### src/rtl/rega_pkg.sv
// Shared definitions for the BCD counter and its 7-segment display decoders.
//   - BCD_MAX        : highest legal BCD digit value
//   - seg_bit_e      : bit positions inside an 8-bit segment bus {dp,g,f,e,d,c,b,a}
//   - SEG_0..SEG_9   : digit glyphs, active-high form (1 = segment lit)
//   - SEG_OFF        : all segments dark, active-high form
//   - bcd2_t         : two-digit BCD value {tens, units}
package rega_pkg;

  localparam logic [3:0] BCD_MAX = 4'd9;

  // Segment bus bit order: bit 0 is segment a, bit 7 is the decimal point.
  typedef enum logic [2:0] {
    SEG_A  = 3'd0,
    SEG_B  = 3'd1,
    SEG_C  = 3'd2,
    SEG_D  = 3'd3,
    SEG_E  = 3'd4,
    SEG_F  = 3'd5,
    SEG_G  = 3'd6,
    SEG_DP = 3'd7
  } seg_bit_e;

  typedef logic [7:0] seg_t;

  localparam seg_t SEG_0   = 8'h3F;
  localparam seg_t SEG_1   = 8'h06;
  localparam seg_t SEG_2   = 8'h5B;
  localparam seg_t SEG_3   = 8'h4F;
  localparam seg_t SEG_4   = 8'h66;
  localparam seg_t SEG_5   = 8'h6D;
  localparam seg_t SEG_6   = 8'h7D;
  localparam seg_t SEG_7   = 8'h07;
  localparam seg_t SEG_8   = 8'h7F;
  localparam seg_t SEG_9   = 8'h6F;
  localparam seg_t SEG_OFF = 8'h00;

  typedef struct packed {
    logic [3:0] tens;
    logic [3:0] units;
  } bcd2_t;

endpackage

### src/rtl/bcd_7seg.sv
// Combinational BCD to 7-segment decoder.
//   bcd_i  in  4  BCD digit (0..9; anything above 9 blanks the display)
//   seg_o  out 8  segments {dp,g,f,e,d,c,b,a}; polarity set by SEG_ACT_LOW
// The decimal point is never lit.
module bcd_7seg
  import rega_pkg::*;
#(
  parameter bit SEG_ACT_LOW = 1'b1
) (
  input  logic [3:0] bcd_i,
  output logic [7:0] seg_o
);

  seg_t seg_hi;

  // NOTE: a default before the case means every path assigns seg_hi, so no latch is inferred.
  always_comb begin
    seg_hi = SEG_OFF;
    case (bcd_i)
      4'd0:    seg_hi = SEG_0;
      4'd1:    seg_hi = SEG_1;
      4'd2:    seg_hi = SEG_2;
      4'd3:    seg_hi = SEG_3;
      4'd4:    seg_hi = SEG_4;
      4'd5:    seg_hi = SEG_5;
      4'd6:    seg_hi = SEG_6;
      4'd7:    seg_hi = SEG_7;
      4'd8:    seg_hi = SEG_8;
      4'd9:    seg_hi = SEG_9;
      default: seg_hi = SEG_OFF;
    endcase
  end

  assign seg_o = SEG_ACT_LOW ? ~seg_hi : seg_hi;

endmodule

### src/rtl/cont_cres.sv
// Two-digit BCD up counter with programmable limit and 7-segment outputs.
//   Clk    in   1  system clock, rising edge
//   Rst_n  in   1  asynchronous reset, active-low
//   En     in   1  count enable (one-cycle time-base tick)
//   Clr    in   1  synchronous clear to 00 (wins over En)
//   Lim    in   8  BCD limit {tens, units}
//   Q      out  8  BCD count {tens, units}
//   Tc     out  1  Q == {MAX_TENS,9} while En is high (combinational)
//   Done   out  1  registered: count equals a valid Lim
//   M7_U   out  8  units digit segments {dp,g,f,e,d,c,b,a}
//   M7_D   out  8  tens digit segments {dp,g,f,e,d,c,b,a}
// With HOLD_AT_LIM set, the count freezes while Done is high; Clr or a
// Lim change that clears Done releases it.
module cont_cres
  import rega_pkg::*;
#(
  parameter int unsigned MAX_TENS    = 9,
  parameter bit          HOLD_AT_LIM = 1'b1,
  parameter bit          SEG_ACT_LOW = 1'b1
) (
  input  logic       Clk,
  input  logic       Rst_n,
  input  logic       En,
  input  logic       Clr,
  input  logic [7:0] Lim,
  output logic [7:0] Q,
  output logic       Tc,
  output logic       Done,
  output logic [7:0] M7_U,
  output logic [7:0] M7_D
);

  localparam logic [3:0] TENS_MAX = 4'(MAX_TENS);

  bcd2_t cnt_q, cnt_d;
  logic  done_q, done_d;
  logic  at_top;
  logic  advance;
  logic  lim_valid;
  bcd2_t lim_bcd;

  assign lim_bcd = bcd2_t'(Lim);
  assign at_top  = (cnt_q.tens == TENS_MAX) && (cnt_q.units == BCD_MAX);
  // A held count ignores the tick; Tc still reports the tick at the top value.
  assign advance = En && !(HOLD_AT_LIM && done_q);

  // An out-of-range limit can never be reached, so Done must stay low for it.
  assign lim_valid = (lim_bcd.units <= BCD_MAX) && (lim_bcd.tens <= BCD_MAX) &&
                     (lim_bcd.tens <= TENS_MAX);

  always_comb begin
    cnt_d = cnt_q;
    if (Clr) begin
      cnt_d = '0;
    end else if (advance) begin
      if (cnt_q.units == BCD_MAX) begin
        cnt_d.units = 4'd0;
        cnt_d.tens  = (cnt_q.tens == TENS_MAX) ? 4'd0 : cnt_q.tens + 4'd1;
      end else begin
        cnt_d.units = cnt_q.units + 4'd1;
      end
    end
  end

  // Compare against the next count so Done rises together with Q reaching Lim.
  assign done_d = (cnt_d == lim_bcd) && lim_valid;

  // NOTE: state flops use non-blocking assignments so all registers update from the same pre-edge values.
  always_ff @(posedge Clk or negedge Rst_n) begin
    if (!Rst_n) begin
      cnt_q  <= '0;
      done_q <= 1'b0;
    end else begin
      cnt_q  <= cnt_d;
      done_q <= done_d;
    end
  end

  assign Q    = cnt_q;
  assign Done = done_q;
  assign Tc   = at_top && En;

  bcd_7seg #(.SEG_ACT_LOW(SEG_ACT_LOW)) u_seg_units (
    .bcd_i (cnt_q.units),
    .seg_o (M7_U)
  );

  bcd_7seg #(.SEG_ACT_LOW(SEG_ACT_LOW)) u_seg_tens (
    .bcd_i (cnt_q.tens),
    .seg_o (M7_D)
  );

endmodule

### config.mk
export PLATFORM = sky130hd
export DESIGN_NAME = cont_cres
export DESIGN_NICKNAME = d
export VERILOG_FILES = /design/src/rtl/rega_pkg.sv /design/src/rtl/bcd_7seg.sv /design/src/rtl/cont_cres.sv
export SDC_FILE = /design/constraint.sdc
export NUM_CORES = 1
export LEC_CHECK = 0
export BUFFER_PORTS_ARGS = -buffer_cell sky130_fd_sc_hd__buf_2
export CAP_MARGIN = 20
export CORE_AREA = 2 2 57 59
export CTS_BUF_LIST = sky130_fd_sc_hd__clkbuf_2
export DETAILED_ROUTE_END_ITERATION = 10
export DIE_AREA = 0 0 59 61
export SYNTH_ARGS = -nofsm -noshare
export SYNTH_HDL_FRONTEND = slang
export SYNTH_SLANG_ARGS = --single-unit
### constraint.sdc
create_clock -name Clk -period 2.69 [get_ports Clk]
set_clock_uncertainty 0.05 [all_clocks]
set_input_delay 0.538 -clock Clk [delete_from_list [all_inputs] [get_ports Clk]]
set_output_delay 0.538 -clock Clk [all_outputs]
set_load 0.005 [all_outputs]
Word-level counts from Yosys, hierarchy flattened
Memories as Yosys holds them, arrays and structs flattened. Index checks and enable logic that the tools add are counted.

Register bits after elaboration: 9. Memories kept: 2. Memory bits (read-only): 224. Output and inout port bits: 26.

Memory list: (no name shown) (depth 16, width 7, rd ports 1, clocked after Yosys merged registers in 0, write ports 0, line bcd_7seg.sv:19) `case (bcd_i)`; (no name shown) (depth 16, width 7, rd ports 1, clocked after Yosys merged registers in 0, write ports 0, line bcd_7seg.sv:19).

Bitwise logic cells: 2. Reduce and logical (&&, ||, !) cells: 7. $lt $le $gt $ge: 2. Multiplexer cells: 5. Add/sub/neg operators: 2. Equal/unequal tests: 3.

Operator list (count): 2-to-1 mux 8 bit (2); NOT 8 bit (2); 2-to-1 mux 4 bit (3); adder 4 x 1 -> 4 bit, second input constant (2); == test 4 bit, second input constant (2); == test 8 bit (1); less-or-equal comparator 4 bit, second input constant (2); logical AND 1 bit (6); logical NOT 1 bit (1).

Logic depth before layout (Yosys ltp)
Depth after elaboration: 7. Gate-level depth with buffers: 8. Mapped depth without buffers: 8.

By module
From an unflattened synthesis, not the netlist that was laid out.

Cells, all modules: 148. Area, all modules: 1193.6 um^2.

Modules (own cells, without submodules): cont_cres (area each 790.8 um^2, cells each 88, times used 1); bcd_7seg (area each 201.4 um^2, cells each 30, times used 2).

Worst setup path after synthesis
No wires, ideal clock.

Path kind: flip-flop to flip-flop. Start: reg cnt_q (netlist bit Q[1]). End: reg done_q, in the netlist Done. Slack: 0.727 ns. Stages on the path, launching flop included: 9. Data required time: 2.544 ns. Arrival: 1.817 ns. Buffers on the path: 1. Setup time: 0.096 ns. Path through: dfrtp_1 > inv_1 > ha_1 > and3b_1 > buf_4 > nand3_4 > mux2_4 > xor2_1 > nor4_2.

RTL lines: start, declared (line cont_cres.sv:35) `bcd2_t cnt_q, cnt_d;`; start signal, assigned (line cont_cres.sv:74) `cnt_q <= cnt_d;`; end signal, assigned (line cont_cres.sv:75) `done_q <= done_d;`; end, declared (line cont_cres.sv:36) `logic done_q, done_d;`.

Worst setup path in the final report
Start: reg cnt_q (netlist bit Q[1]). End: out Tc.

Longest elaborated chain between the ends: 3.

RTL lines: == test 4 bit (line cont_cres.sv:43) `assign at_top = (cnt_q.tens == TENS_MAX) && (cnt_q.units == BCD_MAX);`; logical AND 1 bit (line cont_cres.sv:43); logical AND 1 bit (line cont_cres.sv:81) `assign Tc = at_top && En;`; end, declared (line cont_cres.sv:27) `output logic Tc,`.

No other way between the ends.

==> results_dict.tcl <==
set metrics [dict create \
    syn_to_final_growth_pct 15.07 \
    synth_seq_cells 9 \
    dr.first_iter.drc_count 79 \
    start_util_pct 38.81 \
    antenna_found_initial 0 \
    rsz0062_at_grt "false" \
    crit_type "reg2out" \
    grt_max_degree 17 \
    dr.pass1.iters 4 \
    cts_hold_buf 0 \
    n_fill_cell 307 \
    final_common_cell "buf_2" \
    synth_cells 148 \
    dp_hpwl_um 2291 \
    rows 20 \
    postCtsSetupRepairBufs 0 \
    seq_area_frac_synth_pct 19.65 \
    min_path_type "in2async" \
    numCtsBuffers 3 \
    finalPower_uw 317.4 \
    cts_max_level 1 \
    outcome "finished clean" \
    synth_edf_count 0 \
    avgSynthCellArea_um2 7.744 \
    p_int_uw 217.1 \
    p_clk_share_pct 26.6 \
    overflow 0 \
    final-setup-viol-count 0 \
    clk_path_buf_depth 2 \
    io_pins 38 \
    maxCapViolCount 0 \
    fp.dieW_um 59 \
    post-route-min-period_ns 2.411 \
    async_reset_ff_share_pct 100.0 \
    regArea_um2 225.2 \
    io_buffer_count 35 \
    core_area_um2 2953 \
    fmax_mhz 414.8 \
    pre_cts_ws_ns 0.5284 \
    p_per_area_nw_per_um2 240.7 \
    grt_usage_pct 16.79 \
    ys_warn_count 0 \
    worstSkewPairLatency_ns 0.25 \
    numClockSinks 9 \
    drc 0 \
    vias 1196 \
    grt_pass1_wl_um 4712 \
    nets 199 \
    worst_slew_pin_slew_ns 0.5128 \
    die_area_um2 3599 \
    p_sw_share_pct 31.58 \
    required_ns 2.10 \
    ant_nets 0 \
    period_share_pct 89.61 \
    synth.distinct_cells 47 \
    syn_area_um2 1146 \
    cts_resized 0 \
    dp_cells 207 \
    crit_fanout 9 \
    multi_input_area_um2 815.8 \
    layout_common_cells "35 x buf_2, 16 x a21oi_1, 13 x nor2_1" \
    p_sw_uw 100.2 \
    fin_cells 211 \
    seq_power_share_pct 44.9 \
    cts_tree "built" \
    antennaDiodeCount 0 \
    cts_root_buffer "clkbuf_2" \
    end_kind "output pin" \
    gp_congestion 0.7994 \
    irDropWorstVdd_uv 137.0 \
    slew_viol_final 0 \
    fin_tns_setup_ns 0 \
    slew-limit-headroom_pct 65.55 \
    drive_above_1_share_pct 28.65 \
    wl_um 2956 \
    start_kind "register" \
    comb_power_share_pct 28.5 \
    synth_top_flop_cell "dfrtp_1" \
    viasPerCell 5.668 \
    die_h_um 61 \
    cp-startpoint "Q[1]" \
    cts.clk_slew.worst_paths_ns 0.09 \
    grt_pass1_vias 1032 \
    p_leak_uw 0.0006698 \
    fin_ws_ns 0.2795 \
    worstPathArrival_ns 1.82 \
    hold_viol 0 \
    r2r_start "Q[1]" \
    wire_per_inst_um 14.01 \
]
-- path summary, 6_finish.rpt --
kind / end / slack (ns) / depth (start not counted)
hold reg to reg: Q[0] / 0.65 / 2
min in group Clk: Done / 0.57 / 4
hold / removal: Q[3] / 0.07 / 1
setup / recovery: Tc / 0.28 / 5
setup reg to reg: Done / 0.50 / 7
max in group asynchronous: Q[4] / 2.33 / 1
-- sequential cells by signal, indices dropped and copies added (netlist names) --
| signal | cells |
|---|---|
| Q | 8 |
| Done | 1 |
-- power by group through the flow --
stage | Clock, uW | Sequential (uW) | Combinational, uW
2_1_floorplan | 0 | 144 | 58.8
3_3_place_gp | 0 | 145 | 88.7
3_5_place_dp | 0 | 145 | 89.5
4_1_cts | 88.9 | 143 | 90.1
5_1_grt | 95.1 | 143 | 101
6_report | 84.5 | 142 | 90.4
-- synth_stat cells (all sizes together) (2+ instances only) --
| cell type | instances | area share, % |
|---|---|---|
| nand3b | 4 | 2.6 |
| nand3 | 6 | 3.7 |
| xnor2 | 2 | 1.5 |
| a22oi | 2 | 1.3 |
| and3 | 2 | 1.2 |
| mux2 | 2 | 2.3 |
| a21oi | 16 | 7.0 |
| o21ai | 10 | 4.4 |
| clkbuf | 2 | 0.66 |
| nor4 | 2 | 1.6 |
| buf | 8 | 5.2 |
| dfrtp | 9 | 20 |
| o221ai | 2 | 1.5 |
| and3b | 2 | 1.5 |
| nand2b | 4 | 2.2 |
| or2 | 3 | 1.6 |
| nor3 | 8 | 3.9 |
| mux2i | 3 | 2.6 |
| nand2 | 9 | 2.9 |
| ha | 8 | 8.7 |
| nor2 | 13 | 4.3 |
| inv | 11 | 3.6 |
| nand4 | 4 | 2.2 |
-- worst max-delay path, cell delays in order, from the launching register on --
cell and delay [ns]:
dfrtp_1 0.48, inv_1 0.13, ha_1 0.20, and3b_1 0.41
and3_2 0.24, buf_2 0.11
-- metal layers --
| layer | track usage [%] | wire (um) |
|---|---|---|
| met1 | 24.29 | 1388 |
| met2 | 25.71 | 1373 |
| met3 | 1.919 | 158 |
| met4 | 6.169 | 36 |
| met5 | 0 | 0 |
-- layout make-up --
class	instances	share of cell area (%)
multi-input combinational	119	61.86
sequential	9	17.08
timing repair buffer	35	13.28
inverter	11	3.131
tap	33	3.131
clock buffer	4	1.518
-- metrics by stage --
stage                     area (um^2)  util (%)  hold WS, ns
after global routing             1319     44.66      0.06891
after global placement           1299     43.98       0.3484
after CTS                        1319     44.66      0.06848
after floorplan                  1150         -       0.1924
final                            1319     44.66      0.07109
after detailed placement         1299     43.98       0.3513
-- cell families after synthesis --
group | Yosys count | synth area share [%]
other | 1 | 0.3272
AOI/OAI and AO/OA | 40 | 23.47
muxes | 5 | 4.912
xor gates and xnor gates | 3 | 2.293
adders and majority gates | 8 | 8.734
DFF | 9 | 19.65
buffers and inverters | 21 | 9.497
and+or+nand+nor | 61 | 31.11
(Power assumes the default switching activity.)
